--- config.mk ---
export PLATFORM = sky130hd
export DESIGN_NAME = wall_follower_fsm
export DESIGN_NICKNAME = d
export VERILOG_FILES = /design/src/rtl/wall_follower_fsm.sv
export SDC_FILE = /design/constraint.sdc
export NUM_CORES = 1
export LEC_CHECK = 0
export ABC_CLOCK_PERIOD_IN_PS = 2150
export BUFFER_PORTS_ARGS = -buffer_cell sky130_fd_sc_hd__buf_2
export CELL_PAD_IN_SITES_DETAIL_PLACEMENT = 1
export CELL_PAD_IN_SITES_GLOBAL_PLACEMENT = 1
export CORE_AREA = 5 5 42 44
export CTS_CLUSTER_SIZE = 14
export DETAILED_ROUTE_END_ITERATION = 16
export DIE_AREA = 0 0 47 49
export HOLD_SLACK_MARGIN = 0.06
export PLACE_DENSITY = 0.51
export SLEW_MARGIN = 30
export SYNTH_ARGS = -nofsm -noshare
export SYNTH_HDL_FRONTEND = slang
export SYNTH_SLANG_ARGS = --single-unit
--- constraint.sdc ---
create_clock -name clk -period 2.15 [get_ports clk]
set_clock_uncertainty 0.15 [all_clocks]
set_input_delay 0.43 -clock clk [delete_from_list [all_inputs] [get_ports clk]]
set_output_delay 0.43 -clock clk [all_outputs]
set_load 0.02 [all_outputs]
--- src/rtl/wall_follower_fsm.sv ---
// Left-hand wall follower: Moore FSM from front/left sensors to (front, turn) motion commands.
// One registered step from sensor sample to command; no backpressure, sensors are sampled every cycle.
module wall_follower_fsm #(
    parameter int LOST_LIMIT = 4
) (
    input  logic clk,
    input  logic rst_n,
    input  logic front_sensor,
    input  logic left_sensor,
    output logic front,
    output logic turn
);

    localparam int CW = (LOST_LIMIT < 2) ? 1 : $clog2(LOST_LIMIT + 1);

    localparam logic [2:0] IDLE   = 3'd0;
    localparam logic [2:0] SEARCH = 3'd1;
    localparam logic [2:0] FOLLOW = 3'd2;
    localparam logic [2:0] ROTATE = 3'd3;
    localparam logic [2:0] CORNER = 3'd4;

    localparam logic [CW-1:0] CNT_LAST = CW'(LOST_LIMIT - 1);

    logic [2:0]    state;
    logic [2:0]    state_next;
    logic [CW-1:0] cnt;
    logic [CW-1:0] cnt_next;

    // The counter only carries a value while staying in CORNER; every other
    // path (including entry into CORNER) leaves it at zero.
    always_comb begin
        state_next = IDLE;
        cnt_next   = '0;
        case (state)
            IDLE, SEARCH, ROTATE: begin
                if (front_sensor)      state_next = ROTATE;
                else if (left_sensor)  state_next = FOLLOW;
                else                   state_next = SEARCH;
            end
            FOLLOW: begin
                if (front_sensor)      state_next = ROTATE;
                else if (left_sensor)  state_next = FOLLOW;
                else                   state_next = CORNER;
            end
            CORNER: begin
                if (front_sensor)          state_next = ROTATE;
                else if (left_sensor)      state_next = FOLLOW;
                else if (cnt == CNT_LAST)  state_next = SEARCH;
                else begin
                    state_next = CORNER;
                    cnt_next   = cnt + CW'(1);
                end
            end
            default: state_next = IDLE;
        endcase
    end

    always_ff @(posedge clk or negedge rst_n) begin
        if (!rst_n) begin
            state <= IDLE;
            cnt   <= '0;
        end else begin
            state <= state_next;
            cnt   <= cnt_next;
        end
    end

    // Commands depend on the state register alone, so reset clears them at once.
    always_comb begin
        front = 1'b0;
        turn  = 1'b0;
        case (state)
            SEARCH, FOLLOW: front = 1'b1;
            ROTATE:         turn  = 1'b1;
            CORNER: begin
                front = 1'b1;
                turn  = 1'b1;
            end
            default: begin
                front = 1'b0;
                turn  = 1'b0;
            end
        endcase
    end

endmodule

==> results.md, run 1 <==
Run status:
- The run finished with clean final reports.

Timing:
- Setup repair after global routing left no endpoint under its margin.
- The fraction of the cycle the final worst path needs is 0.8638.
- Setup total negative slack on the finished layout was measured at 0 ps.
- The number of max-slew violations in the final report is 0.
- The final-report hold violation count came to 0.
- The slew at the pin with the worst max-slew slack is 292.8 ps.
- Subtracting the final worst setup slack from the clock period gives 1857 ps.
- Setup violations remaining at the end of the flow were counted as 0.
- The maximum achievable frequency is 538.4 MHz.
- In this run the tightest slew margin relative to its limit is 0.8044.

Route:
- The detailed-route DRC error count is 0.
- The routed wire length per instance is 10.81 um.
- The overall via count from detail_route is 236.
- Once detail routing completed, the nets flagged for antenna violations numbered 0.
- Dividing the detail-routed via count by the number of cells gives 4.370.
- After detailed routing, the total wire length is 584 um.
- For this run, the detailed router's first-pass iteration total came to 1.
- The number of DRC violations after detailed-routing iteration 0 is 0.

Power and ir drop:
- The cell internal power dissipation is 205.5 uW.
- The analysis attributes to cell leakage a power of 0.0001677 uW.
- The portion of total power attributed to the clock network is 0.361.
- Summed over all nets, the switching power comes to 73.77 uW.
- The peak supply drop is 196.8 uV.
- Of the total power, combinational logic draws 0.177.
- Of the total power, registers draw 0.463.
- The power density over the cells is 722.3 nW/um^2.
- Of the total power, the share spent switching nets is 0.2642.
- Total power for the finished layout comes to 279.3 uW.

Worst setup path:
- Data arrives at the worst endpoint at 1280 ps.
- The number of buffer and inverter instances along the worst setup path is 1.
- The setup path with the least slack is of type reg -> out.
- Walking the worst path, the cells encountered are nor2b_1, o31a_1, buf_2.
- The launch point of the worst reg-to-reg path is cnt[0].
- The critical path starts at state[0].
- At the worst endpoint, the required time is 1570 ps.
- STA classifies the critical path startpoint as a flop.
- The largest fanout of any net on the critical path is 7.
- The largest individual stage delay along the critical path comes from the cell sky130_fd_sc_hd__dfrtp_1.
- The worst setup slack for register-to-register paths is 740 ps.
- In this design, the largest share of critical-path delay is due to flip-flops.
- On the worst path, the slowest cell contributes a delay of 430 ps.
- The worst setup path is captured at a primary output.

GRT:
- The wire length of the first global-routing pass is 1104 um.
- Entering global routing, the biggest net connects 11 pins.
- The initial antenna violation count is 0.
- The number of global-route vias before repair is 264.
- After global routing the overflow that remains totals 0.
- For this run, the total global-route usage over all layers was measured as 0.06941.

Floorplanning:
- The floorplan step defined a die boundary enclosing 2303 um^2.
- The core region area is 1401 um^2.
- The floorplan has 14 rows.
- The I/O pin count is 6.
- The initial utilization of the core area, before any placement, comes to 0.2286.
- From left edge to right edge, the die measures 47 um.
- The die is 49 um tall.

Finish:
- For this run, the post-layout net count is 45.
- In the final layout, the share of cells above drive strength 1 is 0.2895.
- The number of standard cells in the final layout excluding fillers is 54.
- The layout overhead on the synthesized area is 20.70%.
- The repair_antennas step left the layout with diodes totalling 0.

Clock network:
- The number of clock buffers inserted by TritonCTS is 3.
- The number of gates given a new drive strength after cts is 0.
- The clock tree root driver cell is sky130_fd_sc_hd__clkbuf_4.
- Clock latency on the worst-skew pair, taken at its later pin, is 240 ps.
- CTS built an H-tree with a depth of 1.
- The clock passes through at most 2 buffers.
- Clock-pin slew was measured on the worst setup and hold paths at 40 ps.
- TritonCTS built the clock tree.
- The number of hold buffers added after CTS was 1.
- CTS saw 6 sinks.
- Buffers added to address setup during post-CTS repair amount to 0.

Place:
- Counting tap cells, the placed design contains a total of 50 instances.
- The number of buffer cells added on primary ports is 5.
- Once detailed placement completed, the half-perimeter wirelength came to 487.6 um.
- At the end of routability-driven placement, the weighted congestion stood at 0.6367.

Yosys:
- The register bit total from synthesis is 6.
- Sorting the synthesized cells by area gives the leading types as sky130_fd_sc_hd__dfrtp_1, sky130_fd_sc_hd__nor2_1, sky130_fd_sc_hd__nor2b_1, sky130_fd_sc_hd__a2111oi_2, sky130_fd_sc_hd__nand2b_4.
- The synthesized instance count is 30.
- For this run, the register share of the synthesized area comes to 0.4688.
- The number of nets in the synthesized netlist is 35.
- Yosys printed 0 warnings.
- A synthesized cell averages 10.68 um^2.
- The largest area contributor in the synthesized netlist is sky130_fd_sc_hd__dfrtp_1.
- In this run the cell area of the synthesized design comes to 320.3 um^2.
- The area fraction of the dominant cell type after synthesis is 0.4688.
- The synthesized netlist contains 18 unique library cells.

Hold path:
- The tightest min-delay check is of the in -> reg type.
- The startpoint of the most critical hold path is left_sensor.

Flow run:
- Max-cap violations in this run came to 0.
routing by layer:
layer | share of wire | up-vias | GRT usage
met1 | 0.42 | 112 | 0.08054
li1 | - | 121 | -
met5 | 0 | - | 0
met4 | 0 | 0 | 0.05530
met3 | 0.055 | 0 | 0.03321
met2 | 0.53 | 3 | 0.09276
through the flow:
stage / area [um^2] / worst slack (ps) / hold slack (ps) / utilization
CTS: 386.6 / 278.0 / 219.6 / 0.2759
detailed placement: 354.1 / 550.1 / 110.2 / 0.2527
global placement: 354.1 / 566.6 / 111.1 / 0.2527
floorplan: 320.3 / 660.3 / -15.59 / -
finish: 386.6 / 292.8 / 232.0 / 0.2759
global route: 386.6 / 204.5 / 219.8 / 0.2759
sequential cells by signal, indices dropped and copies added (netlist names):
register	count
cnt	3
state	3
power by group through the flow:
stage / registers [uW] / logic [uW] / clock network [uW]
after detailed placement: 131 / 48.8 / 0
after global placement: 130 / 48.1 / 0
after floorplan: 128 / 37.0 / 0
after CTS: 129 / 50.5 / 109
after global routing: 131 / 55.8 / 115
final: 129 / 49.4 / 101
placed cells by master, fill, tap and decap left out, types with 3 or more instances in the layout:
| cell type | instances |
|---|---|
| sky130_fd_sc_hd__dfrtp_1 | 6 |
| sky130_fd_sc_hd__nor2_1 | 6 |
| sky130_fd_sc_hd__nor2b_1 | 3 |
| sky130_fd_sc_hd__buf_2 | 5 |
| sky130_fd_sc_hd__clkbuf_4 | 3 |
final timing paths:
kind | endpoint | depth (start not counted)
min | state[2] | 2
max reg2reg | state[2] | 4
min reg2reg | cnt[0] | 1
max in group asynchronous | cnt[0] | 2
min in group asynchronous | state[0] | 2
max | front | 3
synthesized netlist by cell type:
| library cell | count |
|---|---|
| sky130_fd_sc_hd__nand2b_1 | 1 |
| sky130_fd_sc_hd__nand2b_4 | 1 |
| sky130_fd_sc_hd__a2111oi_2 | 1 |
| sky130_fd_sc_hd__o21ai_0 | 1 |
| sky130_fd_sc_hd__nor3b_2 | 1 |
| sky130_fd_sc_hd__o21a_1 | 1 |
| sky130_fd_sc_hd__nand3_1 | 1 |
| sky130_fd_sc_hd__dfrtp_1 | 6 |
| sky130_fd_sc_hd__inv_1 | 1 |
| sky130_fd_sc_hd__nand3b_1 | 1 |
| sky130_fd_sc_hd__buf_6 | 1 |
| sky130_fd_sc_hd__o31a_1 | 1 |
| sky130_fd_sc_hd__a22o_1 | 1 |
| sky130_fd_sc_hd__nor2b_1 | 3 |
| sky130_fd_sc_hd__o22ai_1 | 1 |
| sky130_fd_sc_hd__a21oi_1 | 1 |
| sky130_fd_sc_hd__ha_1 | 1 |
| sky130_fd_sc_hd__nor2_1 | 6 |
logic make-up after synthesis:
family | count (synthesis) | share of synthesized area
simple gates | 14 | 0.2695
flops | 6 | 0.4687
compound gates | 7 | 0.1758
buf+inv | 2 | 0.04686
fa+ha+maj | 1 | 0.03906
cell type report:
class,count,area [um^2]
fill,171,1015
sequential,6,150.1
inverter,1,3.754
multi-input combinational,22,155.1
clock buffer,3,22.52
timing repair buffer,6,35.03
tap,16,20.02
Note: power is estimated with default switching activity, not from simulation.
==> run 2: changes to the inputs <==
--- a/config.mk
+++ b/config.mk
@@ -8,13 +8,13 @@
 export ABC_CLOCK_PERIOD_IN_PS = 2150
 export BUFFER_PORTS_ARGS = -buffer_cell sky130_fd_sc_hd__buf_2
 export CELL_PAD_IN_SITES_DETAIL_PLACEMENT = 1
-export CELL_PAD_IN_SITES_GLOBAL_PLACEMENT = 1
+export CELL_PAD_IN_SITES_GLOBAL_PLACEMENT = 2
 export CORE_AREA = 5 5 42 44
 export CTS_CLUSTER_SIZE = 14
 export DETAILED_ROUTE_END_ITERATION = 16
 export DIE_AREA = 0 0 47 49
 export HOLD_SLACK_MARGIN = 0.06
-export PLACE_DENSITY = 0.51
+export PLACE_DENSITY = 0.6
 export SLEW_MARGIN = 30
 export SYNTH_ARGS = -nofsm -noshare
 export SYNTH_HDL_FRONTEND = slang
==> results.md, run 2 (synthesis gave the netlist of run 1 again) <==
Run status:
- Run status: finished, final reports clean (unchanged).

Timing:
- The number of max-slew violations in the final report is 0 (unchanged).
- The total of endpoints with negative setup slack in the final report is 0 (unchanged).
- The relative slew slack was 0.8165 (was 0.8044).
- The post-route worst hold slack is 214.5 ps (was 232.0 ps).
- The setup total negative slack is 0 ps (unchanged).
- The slew at the pin with the worst max-slew slack is 275.2 ps (was 292.8 ps).
- The minimum clock period after layout is 1882 ps (was 1857 ps).
- The worst-case setup margin in the final layout is 267.9 ps (was 292.8 ps).
- The fraction of the cycle the final worst path needs is 0.8754 (was 0.8638).
- RSZ-0062 raised after global routing: false (unchanged).
- The maximum achievable frequency is 531.3 MHz (was 538.4 MHz).
- The final-report hold violation count is 0 (unchanged).

Route:
- The overall via count from detail_route was 245 (was 236).
- The final wirelength is 609 um (was 584 um).
- The detailed-router iteration count before antenna repair is 2 (was 1).
- The detailed-route DRC error count is 0 (unchanged).
- The routed wire length per instance was 11.28 um (was 10.81 um).
- The number of vias per cell is 4.537 (was 4.370).
- The number of DRC violations after detailed-routing iteration 0 was 2 (was 0).
- The residual antenna-violating net count after detailed routing is 0 (unchanged).

Hold path:
- The classification of the worst-slack hold path is in -> reg (unchanged).
- The destination of the worst hold path is state[2] (unchanged).
- The startpoint of the most critical hold path is left_sensor (unchanged).
- The number of cells on the worst hold path is 2 (unchanged).

Worst setup path:
- The slowest stage cell on the critical path is sky130_fd_sc_hd__dfrtp_1 (unchanged).
- The category of the worst setup path capture point is a primary output (unchanged).
- The class of the most critical setup path is reg -> out (unchanged).
- The critical path data required time is 1570 ps (about the same).
- The reg-to-reg endpoint is state[2] (unchanged).
- The largest incremental delay on the critical path is 440 ps (was 430 ps).
- The worst setup slack for register-to-register paths is 810 ps (was 740 ps).
- The critical path data arrival time is 1300 ps (was 1280 ps).
- Worst path cell trace: nor2b_1, o31a_1, buf_2 (unchanged).
- The type of element launching the critical path was a flop (unchanged).
- The worst-case reg-to-reg path depth is 4 (unchanged).
- The largest fanout of any net on the critical path is 7 (unchanged).
- The launch point of the worst reg-to-reg path is cnt[0] (unchanged).

Clock network:
- The register clock-pin slew on the reported worst setup and hold paths is 50 ps (was 40 ps).
- The CTS tree is built (unchanged).
- The clock tree root driver cell is sky130_fd_sc_hd__clkbuf_4 (unchanged).
- The later-pin clock latency in the skew report is 250 ps (was 240 ps).
- The clock net sink count is 6 (unchanged).
- The number of clock buffers inserted by TritonCTS came to 3 (unchanged).
- The maximum count of clock buffers along a single path is 2 (unchanged).
- The H-tree level count is 1 (unchanged).

Floorplanning:
- The overall die area is 2303 um^2 (unchanged).
- The horizontal die dimension was 47 um (unchanged).
- The initial core utilization is 0.2286 (unchanged).
- The core region area came to 1401 um^2 (unchanged).
- The row count came to 14 (unchanged).
- The I/O pin count is 6 (unchanged).
- The die height is 49 um (unchanged).

Finish:
- The total inserted antenna cells is 0 (unchanged).
- The cell area after layout is 386.6 um^2 (unchanged).
- Regs by FF count: cnt x3, state x3 (unchanged).
- The layout overhead on the synthesized area was 20.70% (unchanged).
- Commonest non-fill, non-tap cells in the layout: sky130_fd_sc_hd__nor2_1, sky130_fd_sc_hd__dfrtp_1, sky130_fd_sc_hd__buf_2 (unchanged).
- The share of cells above drive strength 1 was 0.2895 (unchanged).
- The number of nets in the final layout is 45 (unchanged).
- The number of standard cells in the final layout excluding fillers is 54 (unchanged).

Place:
- The worst setup slack before clock tree synthesis was 537.2 ps (was 550.1 ps).
- The number of buffer cells added on primary ports is 5 (unchanged).
- The last weighted congestion value of the routability-driven placer is 0.7099 (was 0.6367).
- The instance area after placement is 354.1 um^2 (unchanged).
- The post-placement cell count is 50 (unchanged).

GRT:
- The overall overflow remaining after global route is 0 (unchanged).
- The initial antenna violation count is 0 (unchanged).
- The largest net degree at the start of global routing is 11 (unchanged).
- The number of global-route vias before repair came to 274 (was 264).
- The global-route usage over all layers is 0.06870 (was 0.06941).
- The wire length of the first global-routing pass is 1131 um (was 1104 um).

Power and ir drop:
- The peak supply drop is 324.5 uV (was 196.8 uV).
- The power density over the cells is 734.0 nW/um^2 (was 722.3 nW/um^2).
- The static leakage was 0.0001677 uW (unchanged).

Flow run:
- The number of max-cap violations is 0 (unchanged).
[run 2: cell counts in the layout (fill, tap and decap cells not counted)]
No cell type changed its count.
[run 2: what timing repair did]
item | in CTS | in global routing
hold buffers | 1 | 0
gates resized for setup | 0 | 0
hold endpoints to repair | 6 | 0
buffers inserted | 0 | 0
[run 2: area by class of cell]
| class | count | area [um^2] |
|---|---|---|
| Inverter | 1 | 3.754 |
| Multi-Input combinational cell | 22 | 155.1 |
| Clock buffer | 3 | 22.52 |
| Sequential cell | 6 | 150.1 |
| Fill cell | 178 | 1015 |
| Tap cell | 16 | 20.02 |
| Timing Repair Buffer | 6 | 35.03 |
[run 2: stage by stage]
| stage | total power, uW | util |
|---|---|---|
| finish | 283.8 | 0.2759 |
| floorplan | 164.6 | - |
| global route | 306.8 | 0.2759 |
| detailed placement | 180.2 | 0.2527 |
| global placement | 178.5 | 0.2527 |
| CTS | 290.9 | 0.2759 |
[run 2: critical path, delay by kind of cell, from the launching register on]
kind | cells | cell delay [ps]
buf+inv | 1 | 160
compound gates | 1 | 280
simple gates | 1 | 170
flops | 1 | 440
[run 2: per-layer routing]
| metal | vias up | routed length, um | share of wire | global-route usage |
|---|---|---|---|---|
| met4 | 0 | 0 | 0 | 0.02765 |
| met3 | 0 | 37 | 0.061 | 0.04428 |
| met5 | - | 0 | 0 | 0 |
| met2 | 8 | 288 | 0.47 | 0.09502 |
| met1 | 116 | 284 | 0.47 | 0.08277 |
| li1 | 121 | - | - | - |
[run 2: worst max path at each step]
stage / start / end / slack (ps) / cells after the start
6_report: state[0] / front / 270 / 3
3_3_place_gp: state[0] / front / 570 / 3
5_1_grt: state[2] / front / 180 / 3
4_1_cts: state[0] / front / 250 / 3
2_1_floorplan: state[0] / front / 660 / 2
3_5_place_dp: state[0] / front / 540 / 3
[run 2: report_power, final]
group | internal (uW) | switching, uW
combinational | 23.8 | 25.5
sequential | 119 | 11.3
clock | 63.2 | 41.4
